<file path="config.mk">
export PLATFORM = sky130hd
export DESIGN_NAME = ucdp_latch_regf
export DESIGN_NICKNAME = d
export VERILOG_FILES = /design/src/rtl/ucdp_latch_regf.sv
export SDC_FILE = /design/constraint.sdc
export NUM_CORES = 1
export LEC_CHECK = 0
export CAP_MARGIN = 20
export CORE_ASPECT_RATIO = 1.1
export CORE_MARGIN = 2
export CORE_UTILIZATION = 49
export CTS_CLUSTER_DIAMETER = 30
export CTS_CLUSTER_SIZE = 12
export DETAILED_ROUTE_END_ITERATION = 16
export GPL_TIMING_DRIVEN = 0
export PLACE_DENSITY = 0.74
export SYNTH_ARGS = -nofsm -noshare
export SYNTH_HDL_FRONTEND = slang
export SYNTH_SLANG_ARGS = --single-unit
</file>
<file path="constraint.sdc">
create_clock -name main_clk_i -period 1.25 [get_ports main_clk_i]
set_input_delay 0.25 -clock main_clk_i [delete_from_list [all_inputs] [get_ports main_clk_i]]
set_output_delay 0.25 -clock main_clk_i [all_outputs]
set_load 0.005 [all_outputs]
</file>
<file path="src/rtl/ucdp_latch_regf.sv">
// Latch-array register file: writes are staged in flops and land in the latches during the low
// clock phase of the following cycle; reads are registered; a sequential clear engine resets all
// entries one per cycle.
module ucdp_latch_regf #(
  parameter int unsigned        width_p  = 8,
  parameter int unsigned        depth_p  = 8,
  parameter logic [width_p-1:0] rstval_p = '0,
  localparam int unsigned       addrw_p  = (depth_p > 2) ? $clog2(depth_p) : 1
) (
  input  logic               main_clk_i,
  input  logic               main_rst_an_i,
  input  logic               dft_mode_test_mode_i,
  input  logic               dft_mode_scan_mode_i,
  input  logic               dft_mode_scan_shift_i,
  input  logic               dft_mode_mbist_mode_i,
  input  logic               wr_en_i,
  input  logic [addrw_p-1:0] wr_addr_i,
  input  logic [width_p-1:0] wr_data_i,
  input  logic [width_p-1:0] wr_mask_i,
  input  logic               rd_en_i,
  input  logic [addrw_p-1:0] rd_addr_i,
  output logic [width_p-1:0] rd_data_o,
  input  logic               clr_i,
  output logic               clr_busy_o,
  output logic               wr_drop_o
);

  localparam logic [addrw_p-1:0] last_idx_p = addrw_p'(depth_p - 1);

  typedef enum logic [0:0] {StIdle, StClear} state_e;

  state_e             state_q, state_d;
  logic [addrw_p-1:0] clr_cnt_q, clr_cnt_d;
  logic               busy;
  logic               wr_in_range;

  logic               stg_en_d, stg_en_q;
  logic [addrw_p-1:0] stg_addr_d, stg_addr_q;
  logic [width_p-1:0] stg_data_d, stg_data_q;
  logic [width_p-1:0] stg_mask_d, stg_mask_q;

  logic               wr_drop_d, wr_drop_q;
  logic [width_p-1:0] rd_mux, rd_data_q;

  logic [depth_p-1:0][width_p-1:0] mem;

  assign busy        = (state_q == StClear);
  assign wr_in_range = 32'(wr_addr_i) < depth_p;

  // Clear engine: clr_i while clearing restarts the sweep from entry 0.
  always_comb begin
    state_d   = state_q;
    clr_cnt_d = clr_cnt_q;
    unique case (state_q)
      StIdle: begin
        if (clr_i) begin
          state_d   = StClear;
          clr_cnt_d = '0;
        end
      end
      StClear: begin
        if (clr_i) begin
          clr_cnt_d = '0;
        end else if (clr_cnt_q == last_idx_p) begin
          state_d   = StIdle;
          clr_cnt_d = '0;
        end else begin
          clr_cnt_d = clr_cnt_q + 1'b1;
        end
      end
      default: begin
        state_d   = StIdle;
        clr_cnt_d = '0;
      end
    endcase
  end

  always_ff @(posedge main_clk_i or negedge main_rst_an_i) begin
    if (!main_rst_an_i) begin
      state_q   <= StIdle;
      clr_cnt_q <= '0;
    end else begin
      state_q   <= state_d;
      clr_cnt_q <= clr_cnt_d;
    end
  end

  // While clearing, the staging slot belongs to the clear engine and user writes are dropped.
  always_comb begin
    stg_en_d   = wr_en_i & wr_in_range;
    stg_addr_d = wr_addr_i;
    stg_data_d = wr_data_i;
    stg_mask_d = wr_mask_i;
    wr_drop_d  = wr_en_i & ~wr_in_range;
    if (busy) begin
      stg_en_d   = 1'b1;
      stg_addr_d = clr_cnt_q;
      stg_data_d = rstval_p;
      stg_mask_d = '1;
      wr_drop_d  = wr_en_i;
    end
  end

  always_ff @(posedge main_clk_i or negedge main_rst_an_i) begin
    if (!main_rst_an_i) begin
      stg_en_q   <= 1'b0;
      stg_addr_q <= '0;
      stg_data_q <= '0;
      stg_mask_q <= '0;
      wr_drop_q  <= 1'b0;
    end else begin
      stg_en_q   <= stg_en_d;
      stg_addr_q <= stg_addr_d;
      stg_data_q <= stg_data_d;
      stg_mask_q <= stg_mask_d;
      wr_drop_q  <= wr_drop_d;
    end
  end

  // Storage
  for (genvar e = 0; e < depth_p; e++) begin : g_entry
    logic [width_p-1:0] entry_q;
`ifdef FPGA
    // Flops take the write one stage early so port timing matches the latch variant.
    logic sel_d;
    assign sel_d = stg_en_d && (stg_addr_d == addrw_p'(e));

    always_ff @(posedge main_clk_i or negedge main_rst_an_i) begin
      if (!main_rst_an_i) begin
        entry_q <= rstval_p;
      end else if (sel_d) begin
        entry_q <= (entry_q & ~stg_mask_d) | (stg_data_d & stg_mask_d);
      end
    end
`else
    logic               sel;
    logic [width_p-1:0] lat_en;
    assign sel    = stg_en_q && (stg_addr_q == addrw_p'(e)) && !main_clk_i;
    assign lat_en = dft_mode_scan_mode_i ? '1 : (stg_mask_q & {width_p{sel}});

    always_latch begin
      if (!main_rst_an_i) begin
        entry_q = rstval_p;
      end else begin
        for (int unsigned b = 0; b < width_p; b++) begin
          if (lat_en[b]) begin
            entry_q[b] = stg_data_q[b];
          end
        end
      end
    end
`endif
    assign mem[e] = entry_q;
  end

  // Out-of-range read addresses fall through to the reset value.
  always_comb begin
    rd_mux = rstval_p;
    for (int unsigned i = 0; i < depth_p; i++) begin
      if (rd_addr_i == addrw_p'(i)) begin
        rd_mux = mem[i];
      end
    end
  end

  always_ff @(posedge main_clk_i or negedge main_rst_an_i) begin
    if (!main_rst_an_i) begin
      rd_data_q <= rstval_p;
    end else if (rd_en_i) begin
      rd_data_q <= rd_mux;
    end
  end

  assign rd_data_o  = rd_data_q;
  assign clr_busy_o = busy;
  assign wr_drop_o  = wr_drop_q;

  logic unused_dft;
  assign unused_dft = ^{dft_mode_test_mode_i, dft_mode_scan_shift_i, dft_mode_mbist_mode_i};
`ifdef FPGA
  logic unused_fpga;
  assign unused_fpga = ^{dft_mode_scan_mode_i, stg_en_q, stg_addr_q, stg_data_q, stg_mask_q};
`endif

endmodule
</file>
Word-level counts from Yosys, hierarchy flattened:

Index checks and enable logic that the tools add are counted.

* multiplexer cells: 285
* eq/ne operators: 16
* bitwise logic cells: 9
* $add $sub $neg: 1
* reductions and logical operators: 19

Operators by type and width (count)
* $mux 1: 261
* $mux 8: 18
* $and 8x8->8: 8
* $eq 3x3->1 const B: 9
* $logic_and 1x1->1: 16
* $eq 3x2->1 const B: 4
* $mux 3: 4
* $eq 3x1->1 const B: 2
* $logic_not 3->1: 2
* $pmux 3 s2: 1
* $add 3x1->3 const B: 1
* $ne 2x2->1 const B: 1
* $pmux 1 s2: 1
* $logic_not 1->1: 1
* $not 1->1: 1

* latch bits: 64
* flip-flop bits (word level): 33
* word-level logic and storage cells: 402

Logic depth before layout (Yosys ltp):

* word-level depth: 9
* mapped depth: 5
* depth with buffers taken out: 5

==> flow_summary.toml <==
[die]
rows = 31
initial_core_util_pct = 51.0
dieArea_um2 = 7590
core_area_um2 = 6630
die_width_um = 83.3
die_y_um = 91.2
ios = 41

[route]
drtIter0Drc = 479
vias_per_cell = 6.03
drcViolationCount = 0
wirelength_mm = 11.1
dr.pass1.iters = 5
routedWlPerCell_um = 20.1
drtAntennaViolNets = 0
vias = 3327

[grt]
grt_pass1_vias = 3841
grt_usage_pct = 34.5
antenna_found_initial = 0
grt_max_degree = 43
grt_pass1_wl_mm = 20.8
grt_overflow = 0

[timing]
tightest_slew_ps = 908
setup_violations = 37
slew_headroom_pct = 39.4
hold_slack_ps = -723
rsz0062_at_grt = "yes"
final-max-slew-violation-count = 0
post-route-worst-setup-slack_ps = -797
finalClockSkew_ps = 396
hold_violations = 89

[yosys]
synth_top_cell_area_share_pct = 28.4
ys.flop_type = "dlxtp_1"
yosys_warnings = 0
yosysTopAreaCell = "dlxtp_1"
ys_types = 40
synth_common_cells = "a21o_1 (64), dlxtp_1 (64), dfrtp_1 (33)"
synth_seq_cells = 97
async_flop_share_pct = 34.0
synth_area_leaders = "dlxtp_1 (28%), dfrtp_1 (24%), a21o_1 (14%)"
avgSynthCellArea_um2 = 10.1
synth_edf_count = 0
syn-cell-area_um2 = 3390
syn_inst = 335
synth_nets = 368

[finish]
diodes = 0
fill_cells = 406
syn2layout_area_growth_pct = 50.7
nets = 499
final_layout_size_suffix_gt1_share_pct = 29.1
fin_area_um2 = 5100

[placement]
dpl_cell_area_um2 = 3880
portBuffers = 36
hpwl_mm = 5.42
dpl_worst_slack_ps = -880
place.gp.congestion = 0.830

[worst_setup_path]
end_kind = "flop"
path_class = "latch2reg"
path_max_fanout = 1
cp_data_required_time_ps = 2200
startpoint_type = "latch"
critPathArrivalTime_ps = 3000

[clocking]
cts.clk_slew.worst_paths_ps = 90
hold_buffers = 22
cts_tree = "built"
clk_latency_ps = 1440

[job]
maxCapViolCount = 0

[pwr]
peakVddDrop_uv = 1020
p_seq_share_pct = 23.2
power.density_nw_per_um2 = 1070
p_leak_nw = 2.35
clockPowerShare_pct = 66.0
combPwrFrac_pct = 10.8
switchingPower_mw = 1.56
p_int_mw = 3.92
switching_share_pct = 28.5

[run_status]
outcome = "complete, but fails checks"
violations = "hold timing, setup timing"

[hold_path]
hold_class = "in2async"
logic make-up after synthesis:
logic type	synth area share, %
AOI/OAI and AO/OA	24.5
muxes	3.81
latches	28.4
DFF	24.4
buffers and inverters	3.95
adders and majority gates	0.739
and+or+nand+nor	14.2
sequential cells by signal (all words and copies together), names as in the netlist:
signal and cells:
clr_busy_o 1, stg_mask_q 8, stg_en_q 1, stg_data_q 8
rd_data_o 8, g_entry.entry_q 64, wr_drop_o 1, clr_cnt_q 3
stg_addr_q 3
final cells by class:
class / count / area [um2] / area share [%]
Clock inverter: 3 / 41.3 / 0.809
Clock buffer: 57 / 786 / 15.4
Inverter: 7 / 26.3 / 0.515
Tap cell: 82 / 103 / 2.01
Sequential cell: 97 / 1790 / 35.1
Multi-Input combinational cell: 205 / 1570 / 30.8
Timing Repair Buffer: 76 / 672 / 13.2
Buffer: 25 / 111 / 2.18
repair_timing:
| item | 4_1_cts | 5_1_grt |
|---|---|---|
| buffers inserted | 11 | 7 |
| gates resized for setup | 53 | 8 |
| endpoints found under the hold margin | 113 | 62 |
| endpoints found under the setup margin | 48 | 45 |
| pin swaps | 4 | 4 |
worst max-delay path, cell delays in order (launching register included):
cell,delay [ps]
dlxtp_1,280
a221oi_2,300
a21oi_1,150
a31o_2,270
cell usage in the layout (no fill, tap or decap), drive strengths merged:
master / count
or2b: 1
a221oi: 5
and3: 1
nor2: 11
o21ai: 3
dlxtp: 64
a31o: 5
o2bb2ai: 3
o221ai: 5
nand3b: 4
bufinv: 1
or3b: 1
nor2b: 13
dfrtp: 33
nand2: 22
nor4: 2
o311ai: 3
or2: 10
nand3: 5
and2: 9
clkdlybuf4s50: 25
clkinvlp: 1
clkinv: 2
dlygate4sd3: 22
ha: 2
a22oi: 8
o22ai: 5
a21oi: 5
inv: 6
o221a: 3
a21o: 64
nand2b: 3
mux2: 7
mux2i: 5
clkbuf: 68
buf: 43
power by group through the flow:
stage / clock (mW) / sequential (mW) / combinational [mW]
4_1_cts: 3.60 / 1.27 / 0.546
3_5_place_dp: 0.319 / 1.30 / 0.434
2_1_floorplan: 0.319 / 1.29 / 0.216
6_report: 3.62 / 1.27 / 0.592
3_3_place_gp: 0.319 / 1.29 / 0.426
5_1_grt: 3.91 / 1.28 / 0.645
per-stage QoR:
step / instances / hold slack [ps] / TNS, ps / utilization, % / total power [mW]
floorplan: 335 / -45.6 / -2470 / - / 1.83
global placement: 453 / 530 / -120390 / 58.6 / 2.04
detailed placement: 453 / 390 / -26990 / 58.5 / 2.05
CTS: 546 / -708 / -19130 / 75.9 / 5.41
global route: 552 / -677 / -21920 / 76.9 / 5.83
finish: 552 / -723 / -19330 / 76.9 / 5.48
path summary, 6_finish.rpt:
| check | from | to | slack [ps] | cells after the start |
|---|---|---|---|---|
| max reg2reg | g_entry[2].entry_q[2] | rd_data_o[2] | -800 | 3 |
| min | main_rst_an_i | rd_data_o[2] | -720 | 1 |
| max in group gated | stg_addr_q[0] | clock gate | -630 | 0 |
| min reg2reg | stg_data_q[3] | g_entry[7].entry_q[3] | 530 | 1 |
| max | g_entry[2].entry_q[2] | rd_data_o[2] | -800 | 3 |
| max in group asynchronous | main_rst_an_i | stg_addr_q[0] | 1380 | 1 |
| min in group gated | stg_addr_q[0] | clock gate | 2160 | 0 |
| min in group main_clk_i | main_rst_an_i | g_entry[7].entry_q[1] | -100 | 2 |
layer usage:
| metal | vias up | GRT usage [%] | wire length, um |
|---|---|---|---|
| met4 | 2 | 33.6 | 776 |
| met1 | 1535 | 34.7 | 3910 |
| li1 | 1444 | - | - |
| met2 | 260 | 47.2 | 5180 |
| met5 | - | 8.39 | 23 |
| met3 | 86 | 21.0 | 1220 |
Note: power is estimated with default switching activity, not from simulation.
